==> config.mk <==
export PLATFORM = sky130hd
export DESIGN_NAME = axi_read_master_flat
export DESIGN_NICKNAME = d
export VERILOG_FILES = /design/src/rtl/axi_read_master_if.sv /design/src/rtl/axi_read_master.sv /design/src/flat_wrapper.sv
export SDC_FILE = /design/constraint.sdc
export NUM_CORES = 1
export LEC_CHECK = 0
export BUFFER_PORTS_ARGS = -buffer_cell sky130_fd_sc_hd__buf_2
export CAP_MARGIN = 10
export CORE_AREA = 2 2 442 444
export CTS_BUF_LIST = sky130_fd_sc_hd__clkbuf_4 sky130_fd_sc_hd__clkbuf_8
export DETAILED_ROUTE_END_ITERATION = 12
export DIE_AREA = 0 0 444 446
export PLACE_DENSITY_LB_ADDON = 0.12
export SLEW_MARGIN = 40
export SYNTH_ARGS = -nofsm -noshare
export SYNTH_HDL_FRONTEND = slang
export SYNTH_SLANG_ARGS = --single-unit
export TNS_END_PERCENT = 20
==> constraint.sdc <==
create_clock -name clk -period 3 [get_ports clk]
set_input_delay 0.15 -clock clk [delete_from_list [all_inputs] [get_ports clk]]
set_output_delay 0.15 -clock clk [all_outputs]
set_load 0.01 [all_outputs]
==> src/rtl/axi_read_master_if.sv <==
// AXI read (AR/R) channels plus packet-buffer write port for the packet fetch master.
interface axi_read_master_if;
  logic [3:0]   axi_arid;
  logic [31:0]  axi_araddr;
  logic [7:0]   axi_arlen;
  logic [2:0]   axi_arsize;
  logic [1:0]   axi_arburst;
  logic [3:0]   axi_arcache;
  logic [2:0]   axi_arprot;
  logic         axi_arvld;
  logic         axi_arrdy;
  logic [3:0]   axi_rid;
  logic [511:0] axi_rdata;
  logic [1:0]   axi_rresp;
  logic         axi_rlast;
  logic         axi_rvld;
  logic         axi_rrdy;
  logic         pb_full;
  logic         pb_wr_en;
  logic [511:0] pb_wr_data;

  modport master (
    output axi_arid, axi_araddr, axi_arlen, axi_arsize, axi_arburst, axi_arcache,
           axi_arprot, axi_arvld, axi_rrdy, pb_wr_en, pb_wr_data,
    input  axi_arrdy, axi_rid, axi_rdata, axi_rresp, axi_rlast, axi_rvld, pb_full
  );

  modport slave (
    input  axi_arid, axi_araddr, axi_arlen, axi_arsize, axi_arburst, axi_arcache,
           axi_arprot, axi_arvld, axi_rrdy, pb_wr_en, pb_wr_data,
    output axi_arrdy, axi_rid, axi_rdata, axi_rresp, axi_rlast, axi_rvld, pb_full
  );
endinterface

==> src/rtl/axi_read_master.sv <==
// Fetches one packet (header flits then data flits) from SRAM over AXI into the packet buffer.
// Optional: define NOU_RD_ID_CHECK_EN to flag R beats whose rid differs from AXI_ID.
module axi_read_master #(
  parameter int          HDR_ADDR_W  = 12,
  parameter int          HDR_SZ_W    = 10,
  parameter int          DATA_ADDR_W = 12,
  parameter int          DATA_SZ_W   = 4,
  parameter logic [31:0] SRAM_BASE   = 32'h1000_0000,
  parameter logic [3:0]  AXI_ID      = 4'b0010,
  parameter int          MAX_OUTST   = 4
) (
  input  logic                   clk,
  input  logic                   rst,
  input  logic                   start_ar,
  output logic                   rd_done,
  output logic                   rd_err,
  input  logic [HDR_ADDR_W-1:0]  pkt_header_addr,
  input  logic [HDR_SZ_W-1:0]    pkt_header_sz,
  input  logic [DATA_ADDR_W-1:0] pkt_data_addr,
  input  logic [DATA_SZ_W-1:0]   pkt_data_sz,
  axi_read_master_if.master      bus
);
  localparam int HN_W  = HDR_SZ_W + 1;
  localparam int DN_W  = DATA_SZ_W + 5;
  localparam int CNT_W = ((HN_W > DN_W) ? HN_W : DN_W) + 1;
  localparam int OUT_W = 4;

  typedef enum logic [2:0] {IDLE, AR_HDR, AR_DATA, DRAIN, DONE} state_t;

  state_t             state_q, state_d;
  logic [CNT_W-1:0]   hdr_n_q, hdr_n_d;
  logic [CNT_W-1:0]   dat_n_q, dat_n_d;
  logic [CNT_W-1:0]   tot_n_q, tot_n_d;
  logic [CNT_W-1:0]   ar_cnt_q, ar_cnt_d;
  logic [CNT_W-1:0]   r_cnt_q, r_cnt_d;
  logic [OUT_W-1:0]   outst_q, outst_d;
  logic [31:0]        araddr_q, araddr_d;
  logic [31:0]        dat_addr_q, dat_addr_d;
  logic               err_q, err_d;

  logic [HN_W-1:0]    hdr_n_calc;
  logic [DATA_SZ_W:0] dsz_p1;
  logic [DN_W-1:0]    dat_n_calc;
  logic [31:0]        hdr_base, dat_base;
  logic               ar_phase, outst_ok, arvld, rrdy, ar_hs, r_hs, beat_err;
  logic               unused_sig;

  assign hdr_n_calc = ({1'b0, pkt_header_sz} + HN_W'(64)) >> 6;
  assign dsz_p1     = {1'b0, pkt_data_sz} + 1'b1;
  assign dat_n_calc = {dsz_p1, 4'b0000};
  assign hdr_base   = 32'(pkt_header_addr) << 10;
  assign dat_base   = 32'(pkt_data_addr) << 10;

  // arvld depends only on state and outst, and outst cannot rise while an AR
  // waits, so a raised arvld stays up until its handshake.
  assign ar_phase = (state_q == AR_HDR) || (state_q == AR_DATA);
  assign outst_ok = outst_q < OUT_W'(MAX_OUTST);
  assign arvld    = ar_phase && outst_ok;
  assign rrdy     = !bus.pb_full && (state_q != IDLE);
  assign ar_hs    = arvld && bus.axi_arrdy;
  assign r_hs     = bus.axi_rvld && rrdy;

`ifdef NOU_RD_ID_CHECK_EN
  assign beat_err   = (bus.axi_rresp != 2'b00) || (bus.axi_rid != AXI_ID);
  assign unused_sig = bus.axi_rlast;
`else
  assign beat_err   = (bus.axi_rresp != 2'b00);
  assign unused_sig = ^{bus.axi_rlast, bus.axi_rid};
`endif

  assign bus.axi_arid    = AXI_ID;
  assign bus.axi_araddr  = araddr_q;
  assign bus.axi_arlen   = 8'd0;
  assign bus.axi_arsize  = 3'b110;
  assign bus.axi_arburst = 2'b01;
  assign bus.axi_arcache = 4'b0010;
  assign bus.axi_arprot  = 3'd0;
  assign bus.axi_arvld   = arvld;
  assign bus.axi_rrdy    = rrdy;
  assign bus.pb_wr_en    = r_hs;
  assign bus.pb_wr_data  = bus.axi_rdata;

  assign rd_done = (state_q == DONE);
  assign rd_err  = (state_q == DONE) && err_q;

  always_comb begin
    state_d    = state_q;
    hdr_n_d    = hdr_n_q;
    dat_n_d    = dat_n_q;
    tot_n_d    = tot_n_q;
    ar_cnt_d   = ar_cnt_q;
    araddr_d   = araddr_q;
    dat_addr_d = dat_addr_q;
    r_cnt_d    = r_cnt_q + CNT_W'(r_hs);
    outst_d    = outst_q + OUT_W'(ar_hs) - OUT_W'(r_hs);
    err_d      = err_q || (r_hs && beat_err);

    case (state_q)
      IDLE: begin
        if (start_ar) begin
          state_d    = AR_HDR;
          hdr_n_d    = CNT_W'(hdr_n_calc);
          dat_n_d    = CNT_W'(dat_n_calc);
          tot_n_d    = CNT_W'(hdr_n_calc) + CNT_W'(dat_n_calc);
          ar_cnt_d   = '0;
          r_cnt_d    = '0;
          outst_d    = '0;
          err_d      = 1'b0;
          araddr_d   = SRAM_BASE + hdr_base;
          dat_addr_d = SRAM_BASE + dat_base;
        end
      end
      AR_HDR: begin
        if (ar_hs) begin
          if (ar_cnt_q == hdr_n_q - CNT_W'(1)) begin
            state_d  = AR_DATA;
            ar_cnt_d = '0;
            araddr_d = dat_addr_q;
          end else begin
            ar_cnt_d = ar_cnt_q + CNT_W'(1);
            araddr_d = araddr_q + 32'd64;
          end
        end
      end
      AR_DATA: begin
        if (ar_hs) begin
          if (ar_cnt_q == dat_n_q - CNT_W'(1)) begin
            // A same-cycle final R (zero-latency slave) goes straight to DONE.
            state_d = (r_cnt_d == tot_n_q) ? DONE : DRAIN;
          end else begin
            ar_cnt_d = ar_cnt_q + CNT_W'(1);
            araddr_d = araddr_q + 32'd64;
          end
        end
      end
      DRAIN: begin
        // Look at the post-increment count so rd_done lands one cycle after the last beat.
        if (r_cnt_d == tot_n_q) state_d = DONE;
      end
      DONE: begin
        state_d = IDLE;
      end
      default: state_d = IDLE;
    endcase
  end

  always_ff @(posedge clk or posedge rst) begin
    if (rst) begin
      state_q    <= IDLE;
      hdr_n_q    <= '0;
      dat_n_q    <= '0;
      tot_n_q    <= '0;
      ar_cnt_q   <= '0;
      r_cnt_q    <= '0;
      outst_q    <= '0;
      araddr_q   <= '0;
      dat_addr_q <= '0;
      err_q      <= 1'b0;
    end else begin
      state_q    <= state_d;
      hdr_n_q    <= hdr_n_d;
      dat_n_q    <= dat_n_d;
      tot_n_q    <= tot_n_d;
      ar_cnt_q   <= ar_cnt_d;
      r_cnt_q    <= r_cnt_d;
      outst_q    <= outst_d;
      araddr_q   <= araddr_d;
      dat_addr_q <= dat_addr_d;
      err_q      <= err_d;
    end
  end
endmodule
==> src/flat_wrapper.sv <==
// flat-port wrapper written by rule: the top's interface ports become plain ports
module axi_read_master_flat 
#(
  parameter int          HDR_ADDR_W  = 12,
  parameter int          HDR_SZ_W    = 10,
  parameter int          DATA_ADDR_W = 12,
  parameter int          DATA_SZ_W   = 4,
  parameter logic [31:0] SRAM_BASE   = 32'h1000_0000,
  parameter logic [3:0]  AXI_ID      = 4'b0010,
  parameter int          MAX_OUTST   = 4
)
  (clk, rst, start_ar, rd_done, rd_err, pkt_header_addr, pkt_header_sz, pkt_data_addr, pkt_data_sz, bus_axi_arid, bus_axi_araddr, bus_axi_arlen, bus_axi_arsize, bus_axi_arburst, bus_axi_arcache, bus_axi_arprot, bus_axi_arvld, bus_axi_rrdy, bus_pb_wr_en, bus_pb_wr_data, bus_axi_arrdy, bus_axi_rid, bus_axi_rdata, bus_axi_rresp, bus_axi_rlast, bus_axi_rvld, bus_pb_full);
  axi_read_master_if bus_i ();
  input  logic clk;
  input  logic rst;
  input  logic start_ar;
  output logic rd_done;
  output logic rd_err;
  input  logic [HDR_ADDR_W-1:0] pkt_header_addr;
  input  logic [HDR_SZ_W-1:0] pkt_header_sz;
  input  logic [DATA_ADDR_W-1:0] pkt_data_addr;
  input  logic [DATA_SZ_W-1:0] pkt_data_sz;
  output wire logic [$bits(bus_i.axi_arid)-1:0] bus_axi_arid;
  output wire logic [$bits(bus_i.axi_araddr)-1:0] bus_axi_araddr;
  output wire logic [$bits(bus_i.axi_arlen)-1:0] bus_axi_arlen;
  output wire logic [$bits(bus_i.axi_arsize)-1:0] bus_axi_arsize;
  output wire logic [$bits(bus_i.axi_arburst)-1:0] bus_axi_arburst;
  output wire logic [$bits(bus_i.axi_arcache)-1:0] bus_axi_arcache;
  output wire logic [$bits(bus_i.axi_arprot)-1:0] bus_axi_arprot;
  output wire logic [$bits(bus_i.axi_arvld)-1:0] bus_axi_arvld;
  output wire logic [$bits(bus_i.axi_rrdy)-1:0] bus_axi_rrdy;
  output wire logic [$bits(bus_i.pb_wr_en)-1:0] bus_pb_wr_en;
  output wire logic [$bits(bus_i.pb_wr_data)-1:0] bus_pb_wr_data;
  input wire logic [$bits(bus_i.axi_arrdy)-1:0] bus_axi_arrdy;
  input wire logic [$bits(bus_i.axi_rid)-1:0] bus_axi_rid;
  input wire logic [$bits(bus_i.axi_rdata)-1:0] bus_axi_rdata;
  input wire logic [$bits(bus_i.axi_rresp)-1:0] bus_axi_rresp;
  input wire logic [$bits(bus_i.axi_rlast)-1:0] bus_axi_rlast;
  input wire logic [$bits(bus_i.axi_rvld)-1:0] bus_axi_rvld;
  input wire logic [$bits(bus_i.pb_full)-1:0] bus_pb_full;
  assign bus_axi_arid = bus_i.axi_arid;
  assign bus_axi_araddr = bus_i.axi_araddr;
  assign bus_axi_arlen = bus_i.axi_arlen;
  assign bus_axi_arsize = bus_i.axi_arsize;
  assign bus_axi_arburst = bus_i.axi_arburst;
  assign bus_axi_arcache = bus_i.axi_arcache;
  assign bus_axi_arprot = bus_i.axi_arprot;
  assign bus_axi_arvld = bus_i.axi_arvld;
  assign bus_axi_rrdy = bus_i.axi_rrdy;
  assign bus_pb_wr_en = bus_i.pb_wr_en;
  assign bus_pb_wr_data = bus_i.pb_wr_data;
  assign bus_i.axi_arrdy = bus_axi_arrdy;
  assign bus_i.axi_rid = bus_axi_rid;
  assign bus_i.axi_rdata = bus_axi_rdata;
  assign bus_i.axi_rresp = bus_axi_rresp;
  assign bus_i.axi_rlast = bus_axi_rlast;
  assign bus_i.axi_rvld = bus_axi_rvld;
  assign bus_i.pb_full = bus_pb_full;
  axi_read_master #(.HDR_ADDR_W(HDR_ADDR_W), .HDR_SZ_W(HDR_SZ_W), .DATA_ADDR_W(DATA_ADDR_W), .DATA_SZ_W(DATA_SZ_W), .SRAM_BASE(SRAM_BASE), .AXI_ID(AXI_ID), .MAX_OUTST(MAX_OUTST)) u_core (.clk(clk), .rst(rst), .start_ar(start_ar), .rd_done(rd_done), .rd_err(rd_err), .pkt_header_addr(pkt_header_addr), .pkt_header_sz(pkt_header_sz), .pkt_data_addr(pkt_data_addr), .pkt_data_sz(pkt_data_sz), .bus(bus_i));
endmodule
# Word level (Yosys, flattened, before mapping)

Cells that the tools add are included.
Widths: inputs -> output; s select.

Flip-flop bits (word level): 118
Input port bits: 563
Output and inout bits: 573
Word-level logic and storage cells: 79

Add/sub/neg operators: 12
$lt $le $gt $ge: 1
Eq/ne operators: 14
Multiplexer cells: 26
Reduce and logical (&&, ||, !) cells: 16

Operators with widths:

| cell                   | count |
|---|---|
| $mux 32                | 5 |
| $pmux 32 s3            | 1 |
| $mux 12                | 7 |
| $add 29x22->30 const A | 2 |
| $eq 12x12->1           | 3 |
| $pmux 12 s3            | 1 |
| $add 32x7->32 const B  | 1 |
| $mux 3                 | 7 |
| $add 12x1->12          | 1 |
| $add 12x1->12 const B  | 1 |
| $pmux 3 s4             | 1 |
| $add 10x7->11 const B  | 1 |
| $add 5x9->10           | 1 |
| $sub 9x1->10 const B   | 1 |
| $mux 4                 | 2 |
| $ne 2x2->1 const B     | 4 |
| $eq 3x2->1 const B     | 2 |
| $logic_and 1x1->1      | 6 |
| $ne 2x1->1 const B     | 3 |
| $reduce_and 6->1       | 1 |
| $reduce_bool 3->1      | 2 |
| $sub 5x1->6 const B    | 1 |
| $add 4x1->5 const B    | 1 |
| $reduce_and 5->1       | 1 |
| 11 further kinds       | 13 |

# Longest topological paths before layout

Gate-level depths: netlist of the first run.

Depth in word-level cells: 9
Gate-level depth with buffers: 12
Gate-level depth less buffers: 11

# Worst setup path before layout of the first run

Ideal clock, no wire load.

Path type: reg-to-reg
Start: reg u_core.state_q[2]
End: reg u_core.state_q[0]
Library setup time: 0.135 ns
Arrival time: 2.755 ns
Required time: 2.865 ns
Slack: 0.110 ns
Stages on the path, launching flop included: 13
Buffers on the path: 1
Period minus slack after synthesis: 2.890 ns
Cells stage by stage: dfrtp_1 clkbuf_1 nor3_1 nor2_1 and2_1 ha_1 ha_1 nand4_1 or2_2 xor3_1 nand3_1 nor4_1 o22ai_1

Word-level cells in the longest chain between the ends: 9
Elaborated cells between the ends (all ways): 23
Classes of those cells: add/sub (1); eq/ne (10); mux (4); reduce/logical (8)

Ends and longest elaborated chain:

| element                | line                                           | source |
|---|---|---|
| start, declared        | axi_read_master.sv:30                          | `state_t state_q, state_d;` |
| start signal, assigned | axi_read_master.sv:160                         | `state_q <= state_d;` |
| $reduce_bool 3->1 (*)  | axi_read_master.sv:59                          | `assign rrdy = !bus.pb_full && (state_q != IDLE);` |
| $logic_and 1x1->1 (*)  | axi_read_master.sv:59                          |  |
| net bus_axi_rrdy       | flat_wrapper.sv:31                             | `output wire logic [$bits(bus_i.axi_rrdy)-1:0] bus_axi_rrdy;` |
| $logic_and 1x1->1 (*)  | axi_read_master.sv:61                          | `assign r_hs = bus.axi_rvld && rrdy;` |
| net bus_pb_wr_en       | flat_wrapper.sv:32                             | `output wire logic [$bits(bus_i.pb_wr_en)-1:0] bus_pb_wr_en;` |
| $add 12x1->12 (*)      | axi_read_master.sv:94                          | `r_cnt_d = r_cnt_q + CNT_W'(r_hs);` |
| $eq 12x12->1 (*)       | axi_read_master.sv:129, axi_read_master.sv:138 |  |
| $mux 3                 | axi_read_master.sv:129                         | `state_d = (r_cnt_d == tot_n_q) ? DONE : DRAIN;` |
| $mux 3                 | axi_read_master.sv:127                         | `if (ar_cnt_q == dat_n_q - CNT_W'(1)) begin` |
| $mux 3                 | axi_read_master.sv:126                         | `if (ar_hs) begin` |
| $pmux 3 s4             | axi_read_master.sv:98                          | `case (state_q)` |

Mark *: on every way through the listed nets, which the timed path passes. The rest lies on a longest branch. The select of a mux whose other input is x is not followed.
A chain may end at the register's enable or synchronous reset.

# Worst setup path after layout of the first run

Start: reg u_core.state_q[1]
End: reg u_core.state_q[1]

Word-level cells in the longest chain between the ends: 9
Elaborated cells between the ends (all ways): 23
Classes of those cells: add/sub (1); eq/ne (10); mux (4); reduce/logical (8)

Ends and longest elaborated chain:

| element           | line |
|---|---|
| $reduce_bool 3->1 | axi_read_master.sv:59 |
| $logic_and 1x1->1 | axi_read_master.sv:59 |
| $logic_and 1x1->1 | axi_read_master.sv:61 |
| $add 12x1->12     | axi_read_master.sv:94 |
| $eq 12x12->1      | axi_read_master.sv:129, axi_read_master.sv:138 |
| $mux 3            | axi_read_master.sv:129 |
| $mux 3            | axi_read_master.sv:127 |
| $mux 3            | axi_read_master.sv:126 |
| $pmux 3 s4        | axi_read_master.sv:98 |

Parallel ways exist; a longest one is shown, timed or not. The select of a mux whose other input is x is not followed.

==> run metrics, run 1 <==
first-pass GRT wire length 65,140 microns; Fmax 368.2 MHz; Critical Path AT between 3000 and 4000 ps; GP Congestion roughly 0.63; critical path depth in cells 15; Hold WC Path Type in2reg; largest incremental delay on the critical path ~360 ps; final WL between 50,000 and 60,000 microns; Comb power frac 43.7%; Reg clk slew, reported paths 100 ps; multi-input logic area slightly above 0.003 sq mm; final setup fails 0; initial DRC count around 390; register area around 0.0022 sq mm; total number of vias 6,101; Core Rows between 150 and 200; worst setup path class reg2reg; Routed WL per cell 15.62 microns; Post-Syn Area around 0.0096 sq mm; Synth Instances between 1,000 and 1,500; Sw Ratio a little under half; Reg2Reg Launch Point u_core.state_q[1]$_DFFE_PP0P_; DR DRC count 0; CP Buf/Inv Count 4; Ys Warns 0; PortBufs 70; Remaining Overflow, GRT 0; internal power approximately 3.3 mW; Initial Util 4.934%; Avg Cell Area, Syn about 8.2 sq um; Pins Over Slew Limit 0; unrepaired setup endpoints after global routing no; Core Region between 0.15 and 0.2 sq mm; Clock Latency Late Sink around 430 ps; Power, Total between 6 and 7 mW; reg2reg path depth 15; reg2reg end u_core.state_q[1]$_DFFE_PP0P_; Slew HR a little under 50%; Clock Skew 9.436 ps; hold_ws 66.32 ps; DP HPWL 41,330 microns; flop-to-flop setup slack 280 ps; Power Dens Cells roughly 630 mW/mm^2; Die Span Y 446 microns; hold path endpoint u_core.hdr_n_q[3]$_DFFE_PP0P_; post-synth top area share 42.84%; initial antenna violation count 15; Nets ~1,300; min Tclk post-route 2716 ps; Ports between 1,000 and 1,500; most common cell after layout, fill and taps aside dfrtp_1; Netlist cell types 63; most frequent cells in the layout 87 x dfrtp_1, 82 x nand2_1, 70 x buf_2; number of flops mapped to enable cells by yosys 0; Worst EP required between 3000 and 4000 ps; switching power between 2 and 3 mW; area grow syn2layout 1.520%; final hold vios 0; Detail Route Antenna Nets 0; Peak supply drop 0.2523 mV; ys flop type dfrtp_1; Clock Path Buffers 2; CTS tree done; hold_sp pkt_header_sz[9]; CP cell instances nor3_1, buf_4, nor2_4, and2_4, ha_4, ha_4, buf_4, nand4_1, buf_6, or3_4, nand3_1, a31oi_1, nor4_2, buf_4, o22ai_1; Seq/Total Area, Yosys between 20% and 30%; Clock Tree Root clkbuf_8; drt via density 1.850; H-tree levels 3; largest net degree at the start of global routing 47; gr usage total 4.960%; Clock power frac 18.5%; Lkg Pwr between 3 and 4 nW; share of layout cells above drive strength 1 20.53%; flops & latches, synth 87; drt first pass iters 8; CP max-delay cell dfrtp_1; clk sinks 87; outcome finished, final reports clean; Sequential Power Share a little under two fifths; Die ar. around 0.20 sq mm; async set-reset flop share out of synthesis between 90% and 100%; Most common cell on crit path buf_4; Max FO, Critical Path 6; Die W around 440 microns; Fill cells about 23,000; Area contributors post-synth buf_4 43%, dfrtp_1 23%, nand2_1 3.2%; startpoint type of the worst setup path flip-flop; hold depth 3; CP Capture Type flip-flop; vias in the first global route approximately 6,400; Least-Margin Pin Slew roughly 770 ps; post-synth top area cell buf_4; final worst-path cycle share about 90%; CP top delay family simple AND/OR/NAND/NOR gates; Max Cap Viol 0; total CTS buffers 9
==> worst register-to-register path, cell delays in order, from the launching register on <==
cell     delay [ps]
dfrtp_1         360
nor3_1           60
buf_4           130
nor2_4           80
and2_4          170
ha_4            140
ha_4            140
buf_4           110
nand4_1         120
buf_6           170
or3_4           360
nand3_1          90
a31oi_1         100
nor4_2          330
buf_4           180
o22ai_1          70
==> how the worst max path moves through the flow <==
stage	start	end	slack, ps
final	u_core.state_q[1]$_DFFE_PP0P_	u_core.state_q[1]$_DFFE_PP0P_	280
after global routing	u_core.state_q[1]$_DFFE_PP0P_	u_core.state_q[2]$_DFFE_PP0P_	20
after CTS	u_core.state_q[1]$_DFFE_PP0P_	u_core.state_q[1]$_DFFE_PP0P_	40
after detailed placement	u_core.state_q[0]$_DFFE_PP0P_	u_core.state_q[1]$_DFFE_PP0P_	-130
after global placement	u_core.state_q[0]$_DFFE_PP0P_	u_core.state_q[1]$_DFFE_PP0P_	-130
after floorplan	u_core.state_q[2]$_DFFE_PP0P_	u_core.state_q[0]$_DFFE_PP0P_	110
==> layout make-up <==
class	count	share of cell area (%)
timing repair buffer	118	8.169
sequential	87	22.45
antenna	1	0.02581
clock inverter	3	0.9292
multi-input combinational	481	31.86
inverter	54	2.116
tap	2542	32.80
clock buffer	12	1.639
==> cell families after synthesis <==
kind of cell | synth area share, %
flops | 22.80
compound gates | 10.40
other cells | 0.07864
xor+xnor | 4.205
simple gates | 13.35
fa+ha+maj | 2.306
mux | 0.1179
buf+inv | 46.74
==> layer usage <==
metal  vias up  GRT usage [%]  part of all wire (%)
met1      2791          4.415                    31
met5         -         0.7326                  0.38
met3       267          3.697                    16
met4         6          3.846                   8.4
li1       2441              -                     -
met2       596          7.552                    44
==> synthesized netlist by cell type (3+ instances only) <==
cell type	n
nand2b_1	7
o22ai_1	29
clkbuf_1	16
nor4_1	8
inv_1	54
o21ai_1	6
buf_4	545
buf_2	4
buf_1	3
xnor2_1	23
xor2_1	15
nor3_1	16
o211ai_1	9
nand3_1	47
a22oi_1	31
a21o_1	3
or3_1	4
a222oi_1	11
dfrtp_1	87
nand2_1	82
o21ai_0	17
or2_2	10
and2_1	10
buf_6	7
a21oi_1	6
o31ai_1	3
ha_1	16
nand4_1	12
nor4_2	3
nor2_1	43
==> state kept, by name (all words and copies together), names as in the netlist <==
| name | cells |
|---|---|
| u_core.state_q | 3 |
| u_core.ar_cnt_q | 12 |
| u_core.hdr_n_q | 5 |
| u_core.dat_n_q | 5 |
| u_core.tot_n_q | 6 |
| u_core.bus.axi_araddr | 26 |
| u_core.dat_addr_q | 13 |
| u_core.outst_q | 4 |
| u_core.err_q | 1 |
| u_core.r_cnt_q | 12 |
==> what timing repair did <==
| action | CTS | global route |
|---|---|---|
| gates resized for setup | 1 | 12 |
| hold endpoints to repair | 46 | 0 |
| setup buffers | 0 | 1 |
| setup endpoints to repair | 3 | 3 |
| hold buffers | 16 | 0 |
| pin swaps | 1 | 1 |
==> per-stage QoR <==
stage	area [sq um]	std cells	TNS, ps	worst slack, ps	util [%]
floorplan	9656	1197	0	109.6	-
global placement	9208	3265	-385.1	-134.8	4.757
detailed placement	9208	3265	-359.7	-128.2	4.757
CTS	9623	3296	0	35.49	4.971
global route	9693	3297	0	16.83	5.007
finish	9696	3298	0	284.2	5.009
==> power by group through the flow <==
stage                     clock network (mW)  logic, mW  registers (mW)
after floorplan                            0       2.42            2.08
after global placement                     0       2.73            2.34
after detailed placement                   0       2.71            2.35
after CTS                               1.22       2.75            2.33
after global routing                    1.24       3.01            2.41
final                                   1.13       2.68            2.31
No activity file was read; power rests on OpenSTA's default activity.
==> inputs of run 2 (changes only) <==
--- a/config.mk
+++ b/config.mk
@@ -12,6 +12,7 @@
 export DETAILED_ROUTE_END_ITERATION = 12
 export DIE_AREA = 0 0 444 446
 export PLACE_DENSITY_LB_ADDON = 0.12
+export REMOVE_ABC_BUFFERS = 1
 export SLEW_MARGIN = 40
 export SYNTH_ARGS = -nofsm -noshare
 export SYNTH_HDL_FRONTEND = slang
==> run 2 against run 1 <==
Against the previous run: maximum frequency decreased by 4.7%; sequential share of layout area decreased by 0.21 points; global-route usage increased by 27 points; hold slack got worse by 19 ps.
==> run metrics, run 2 (same netlist as run 1, synthesis figures left out) <==
outcome finished, final reports clean; final WL 321,900 microns; most common cell after layout, fill and taps aside dfrtp_1; postcts setup bufs 0; gr usage total between 30% and 40%; min Tclk post-route between 2000 and 3000 ps; hold path endpoint u_core.bus.axi_araddr[17]$_DFFE_PP0P_; dpl cells 3,269; Pins Over Slew Limit 0; startpoint type of the worst setup path flip-flop; Remaining Overflow, GRT 0; reg2reg path depth 13; drt via density 2.593; area grow syn2layout 2.489%; multi-input logic area 0.003062 sq mm; max FFs per register 26; Die W 444 microns; flop-to-flop setup slack 150 ps; Critical Path AT roughly 3200 ps; reg2reg end u_core.state_q[0]$_DFFE_PP0P_; most frequent cells in the layout 87 x dfrtp_1, 82 x nand2_1, 70 x buf_2; final worst-path cycle share between 90% and 100%; CP Capture Type flip-flop; DR DRC count 0; Core Region around 0.19 sq mm; first-pass GRT wire length ~340,000 microns; Clock Path Buffers 2; register area around 0.0022 sq mm; worst setup path class reg2reg; Finished Layout Cells between 3,000 and 4,000; vias in the first global route around 7,000; Least-Margin Pin Slew ~670 ps; GP Congestion 1.373; DP HPWL 313,600 microns; Max Cap Viol 0; Slew HR a little under three fifths; Power, Total slightly above 6 mW; Core Rows 162; final setup fails 0; Ports ~1,100; Worst EP required about 3300 ps; Routed WL per cell approximately 97 microns; hold_ws roughly 48 ps; total number of vias 8,585; total CTS buffers 9; Die ar. roughly 0.20 sq mm; drt first pass iters 5; CTS tree done; Detail Route Antenna Nets 0; Hold WC Path Type in2reg; Fmax around 350 MHz; Clock Tree Root clkbuf_8; initial antenna violation count 4; Reg2Reg Launch Point u_core.state_q[0]$_DFFE_PP0P_; Nets roughly 1,300; largest net degree at the start of global routing 42; clk sinks a little under 90; initial DRC count about 860; Fill cells about 23,000; hold_sp pkt_header_addr[7]; H-tree levels 3; PortBufs 70; Clock Skew 46.14 ps; Max FO, Critical Path 3; final hold vios 0; hold depth 3; Peak supply drop between 0.15 and 0.2 mV; Reg clk slew, reported paths about 130 ps; Clock Latency Late Sink 470 ps; Initial Util 4.934%; Die Span Y 446 microns; share of layout cells above drive strength 1 between 20% and 30%; Lkg Pwr between 3 and 4 nW; Power Dens Cells ~630 mW/mm^2
[run 2: repair_timing]
action / CTS / global route
endpoints found under the setup margin: 3 / 3
hold buffers: 25 / 0
resized for setup: 4 / 3
pin swaps: 1 / 1
endpoints found under the hold margin: 62 / 0
[run 2: critical path, stage by stage, from the launching register on]
cell and delay, ps:
dfrtp_1 410, nor3_2 200, nor2_1 70, and2_1 190, ha_1 210, ha_2 200, xnor2_2 150, xnor2_1 150
nor4_2 350, buf_4 170, nand3_1 110, nor4_4 280, buf_4 170, o22ai_1 80
[run 2: worst max-delay path by stage]
stage	endpoint	cells after the start	slack [ps]	start
after floorplan	u_core.bus.axi_araddr[10]$_DFFE_PP0P_	6	-190	u_core.state_q[0]$_DFFE_PP0P_
after global placement	u_core.state_q[1]$_DFFE_PP0P_	13	-390	u_core.state_q[0]$_DFFE_PP0P_
after detailed placement	u_core.state_q[0]$_DFFE_PP0P_	13	-230	u_core.state_q[0]$_DFFE_PP0P_
after CTS	u_core.state_q[0]$_DFFE_PP0P_	14	60	u_core.state_q[0]$_DFFE_PP0P_
after global routing	u_core.state_q[2]$_DFFE_PP0P_	13	-3	u_core.state_q[0]$_DFFE_PP0P_
final	u_core.state_q[0]$_DFFE_PP0P_	13	150	u_core.state_q[0]$_DFFE_PP0P_
[run 2: routing by layer]
metal / vias up / GRT usage (%) / part of all wire (%)
met4: 80 / 28.41 / 11
met2: 2262 / 54.68 / 49
met3: 280 / 47.19 / 31
li1: 2469 / - / -
met5: - / 24.10 / 2.0
met1: 3494 / 5.563 / 7.0
[run 2: through the flow]
| step | setup WS (ps) | util (%) | TNS (ps) | instance area [sq um] |
|---|---|---|---|---|
| detailed placement | -229.1 | 4.799 | -665.8 | 9290 |
| CTS | 60.93 | 5.048 | 0 | 9772 |
| global route | -3.107 | 5.057 | -3.107 | 9788 |
| floorplan | -193.0 | - | -6028 | 5394 |
| global placement | -385.2 | 4.785 | -1150 | 9263 |
| finish | 149.2 | 5.057 | 0 | 9788 |
[run 2: layout make-up]
class / count / share of cell area (%)
tap: 2542 / 32.49
multi-input combinational: 481 / 31.28
sequential: 87 / 22.24
timing repair buffer: 130 / 9.792
inverter: 54 / 2.096
clock buffer: 11 / 1.483
clock inverter: 5 / 0.5880
antenna: 1 / 0.02557
[run 2: report_power, final]
group          leakage (nW)  internal (mW)  switching, mW  total, mW
registers              1.08           1.62          0.600       2.22
logic                  1.89           1.13           1.81       2.94
clock network        0.0950          0.416          0.584       1.00
total                  3.06           3.17           2.99       6.16
==> inputs of run 3 (changes only) <==
--- a/config.mk
+++ b/config.mk
@@ -7,10 +7,12 @@
 export LEC_CHECK = 0
 export BUFFER_PORTS_ARGS = -buffer_cell sky130_fd_sc_hd__buf_2
 export CAP_MARGIN = 10
-export CORE_AREA = 2 2 442 444
+export CELL_PAD_IN_SITES_DETAIL_PLACEMENT = 1
+export CELL_PAD_IN_SITES_GLOBAL_PLACEMENT = 1
+export CORE_AREA = 2 2 437 439
 export CTS_BUF_LIST = sky130_fd_sc_hd__clkbuf_4 sky130_fd_sc_hd__clkbuf_8
 export DETAILED_ROUTE_END_ITERATION = 12
-export DIE_AREA = 0 0 444 446
+export DIE_AREA = 0 0 439 441
 export PLACE_DENSITY_LB_ADDON = 0.12
 export REMOVE_ABC_BUFFERS = 1
 export SLEW_MARGIN = 40
==> run 3 against run 2 <==
Against the previous run: sequential cell count stayed put; clock power is 16% higher; cell count decreased by 0.88%; highest routed layer unchanged; sequential share of layout area barely moved; global-route usage increased by 1.0 points; combinational power rose by 7.1%; register-to-register slack gained 80 ps; first-iteration DRC count grew 34%; critical path type unchanged.
==> run metrics, run 3 (same netlist as run 1, synthesis figures left out) <==
outcome finished, final reports clean; Met2 Wirelength about 160,000 microns; Fill cells between 20,000 and 25,000; Pins Over Slew Limit 0; final setup fails 0; Power Dens Cells 669.8 mW/mm^2; clk sinks just under 90; Ports 1,136; Sequential Power Share 34.2%; Core Region around 0.19 sq mm; Critical Path AT approximately 3200 ps; reg2reg end u_core.state_q[2]$_DFFE_PP0P_; Clock Skew 24.86 ps; Clock Latency Late Sink about 470 ps; Fmax 361.0 MHz; DR DRC count 0; Hold WC Path Type in2reg; Remaining Overflow, GRT 0; Clock Tree Root clkbuf_8; internal power 3.319 mW; final worst-path cycle share 92.33%; Routed WL per cell about 100 microns; share of layout cells above drive strength 1 about a fifth; wire length on met3 ~98,000 microns; area grow syn2layout 2.371%; unrepaired setup endpoints after global routing no; initial antenna violation count 7; largest net degree at the start of global routing 46; most frequent cells in the layout 87 x dfrtp_1, 82 x nand2_1, 70 x buf_2; Die W approximately 440 microns; CTS tree done; vias in the first global route ~7,400; Initial Util about 5.0%; H-tree levels 3; Met1 Routed Length around 26,000 microns; first-pass GRT wire length between 300,000 and 400,000 microns; Clock power frac between 10% and 20%; Peak supply drop between 0.2 and 0.25 mV; final hold vios 0; Sw Ratio approximately half; initial DRC count roughly 1,200; switching power around 3.2 mW; Clock Path Buffers 2; Lkg Pwr roughly 3.1 nW; Max Cap Viol 0; placed instance area 0.009286 sq mm; max FFs per register 26; final instance area a little under 0.01 sq mm; min Tclk post-route 2770 ps; startpoint type of the worst setup path flip-flop; final WL 325,600 microns; most common cell after layout, fill and taps aside dfrtp_1; top sig layer met5; drt first pass iters 6; gr usage total roughly a third; Die ar. ~0.19 sq mm; Worst EP required between 3000 and 4000 ps; Reg2Reg Launch Point u_core.state_q[0]$_DFFE_PP0P_; CP Capture Type flip-flop; Reg clk slew, reported paths around 110 ps; total number of vias just under 9,000; worst setup path class reg2reg; hold path endpoint u_core.bus.axi_araddr[14]$_DFFE_PP0P_; Core Rows 160; drt via density 2.703; Max FO, Critical Path 6; total CTS buffers 9; Power, Total about 6.5 mW; Slew HR a little under half; hold_sp pkt_header_addr[4]; Least-Margin Pin Slew 809.0 ps; reg2reg path depth 13; PortBufs 70; hold depth 3; Die Span Y roughly 440 microns; Comb power frac between 40% and 50%; Nets 1,345; GP Congestion about 1.2; Detail Route Antenna Nets 0; DP HPWL 316,500 microns; flop-to-flop setup slack 230 ps
==> run 3: cell types whose count changed in the layout (fill, tap and decap cells not counted), moves of 2 or more <==
| cell | before | now |
|---|---|---|
| buf_4 | 28 | 36 |
| dlygate4sd3_1 | 25 | 20 |
| clkinvlp_4 | 3 | 0 |
| nor2_2 | 2 | 0 |
| nor2_4 | 0 | 2 |
==> run 3: final cells by class <==
class	count	area [sq um]	area share, %
Antenna cell	1	2.502	0.02560
Clock buffer	13	166.4	1.702
Clock inverter	3	65.06	0.6655
Inverter	54	207.7	2.124
Multi-Input combinational cell	481	3080	31.51
Sequential cell	87	2177	22.27
Tap cell	2511	3142	32.13
Timing Repair Buffer	132	935.9	9.573
==> run 3: routing by layer <==
metal	up-vias	GRT usage (%)
li1	2464	-
met1	3728	6.529
met2	2271	56.33
met3	321	47.50
met4	88	28.71
met5	-	28.66
==> run 3: timing repair <==
item                       in CTS  in global routing
pin swaps                       0                  3
hold endpoints to repair       61                  0
setup endpoints to repair       3                  3
gates resized for setup         3                  5
hold buffers                   20                  0
cloned                          0                  0
buffers inserted                0                  1
==> run 3: worst max-delay path: stages (launching register included) <==
cell     delay, ps
dfrtp_1        370
nor3_1          60
nor2_1         120
and2_1         180
ha_1           170
ha_2           220
nand4_1        190
buf_4          210
or3_1          360
nand3_1        100
a31oi_2        130
nor4_4         270
buf_4          170
nor2b_1        140
==> run 3: worst max-delay path by stage <==
stage	startpoint	slack, ps	end	cells after the start
after floorplan	u_core.state_q[0]$_DFFE_PP0P_	-190	u_core.bus.axi_araddr[10]$_DFFE_PP0P_	6
after global placement	u_core.state_q[0]$_DFFE_PP0P_	-200	u_core.state_q[2]$_DFFE_PP0P_	12
after detailed placement	u_core.state_q[0]$_DFFE_PP0P_	-160	u_core.state_q[2]$_DFFE_PP0P_	12
after CTS	u_core.state_q[0]$_DFFE_PP0P_	20	u_core.state_q[2]$_DFFE_PP0P_	12
after global routing	u_core.state_q[0]$_DFFE_PP0P_	20	u_core.state_q[2]$_DFFE_PP0P_	13
final	u_core.state_q[0]$_DFFE_PP0P_	230	u_core.state_q[2]$_DFFE_PP0P_	13
==> run 3: power groups by stage <==
stage,Clock (mW),Combinational (mW),Sequential [mW]
2_1_floorplan,0,1.54,2.11
3_3_place_gp,0,3.09,2.25
3_5_place_dp,0,3.10,2.26
4_1_cts,1.23,3.17,2.23
5_1_grt,1.25,3.40,2.30
6_report,1.16,3.15,2.24
==> run 3: metrics by stage <==
stage	utilization, %	cells	hold WS (ps)	worst slack (ps)	TNS, ps
3_3_place_gp	4.898	3243	308.4	-201.1	-567.6
5_1_grt	5.167	3281	29.80	23.14	0
3_5_place_dp	4.909	3244	269.5	-155.1	-440.2
4_1_cts	5.148	3280	3.660	18.81	0
2_1_floorplan	-	622	255.4	-193.0	-6028
6_report	5.168	3282	44.41	230.1	0
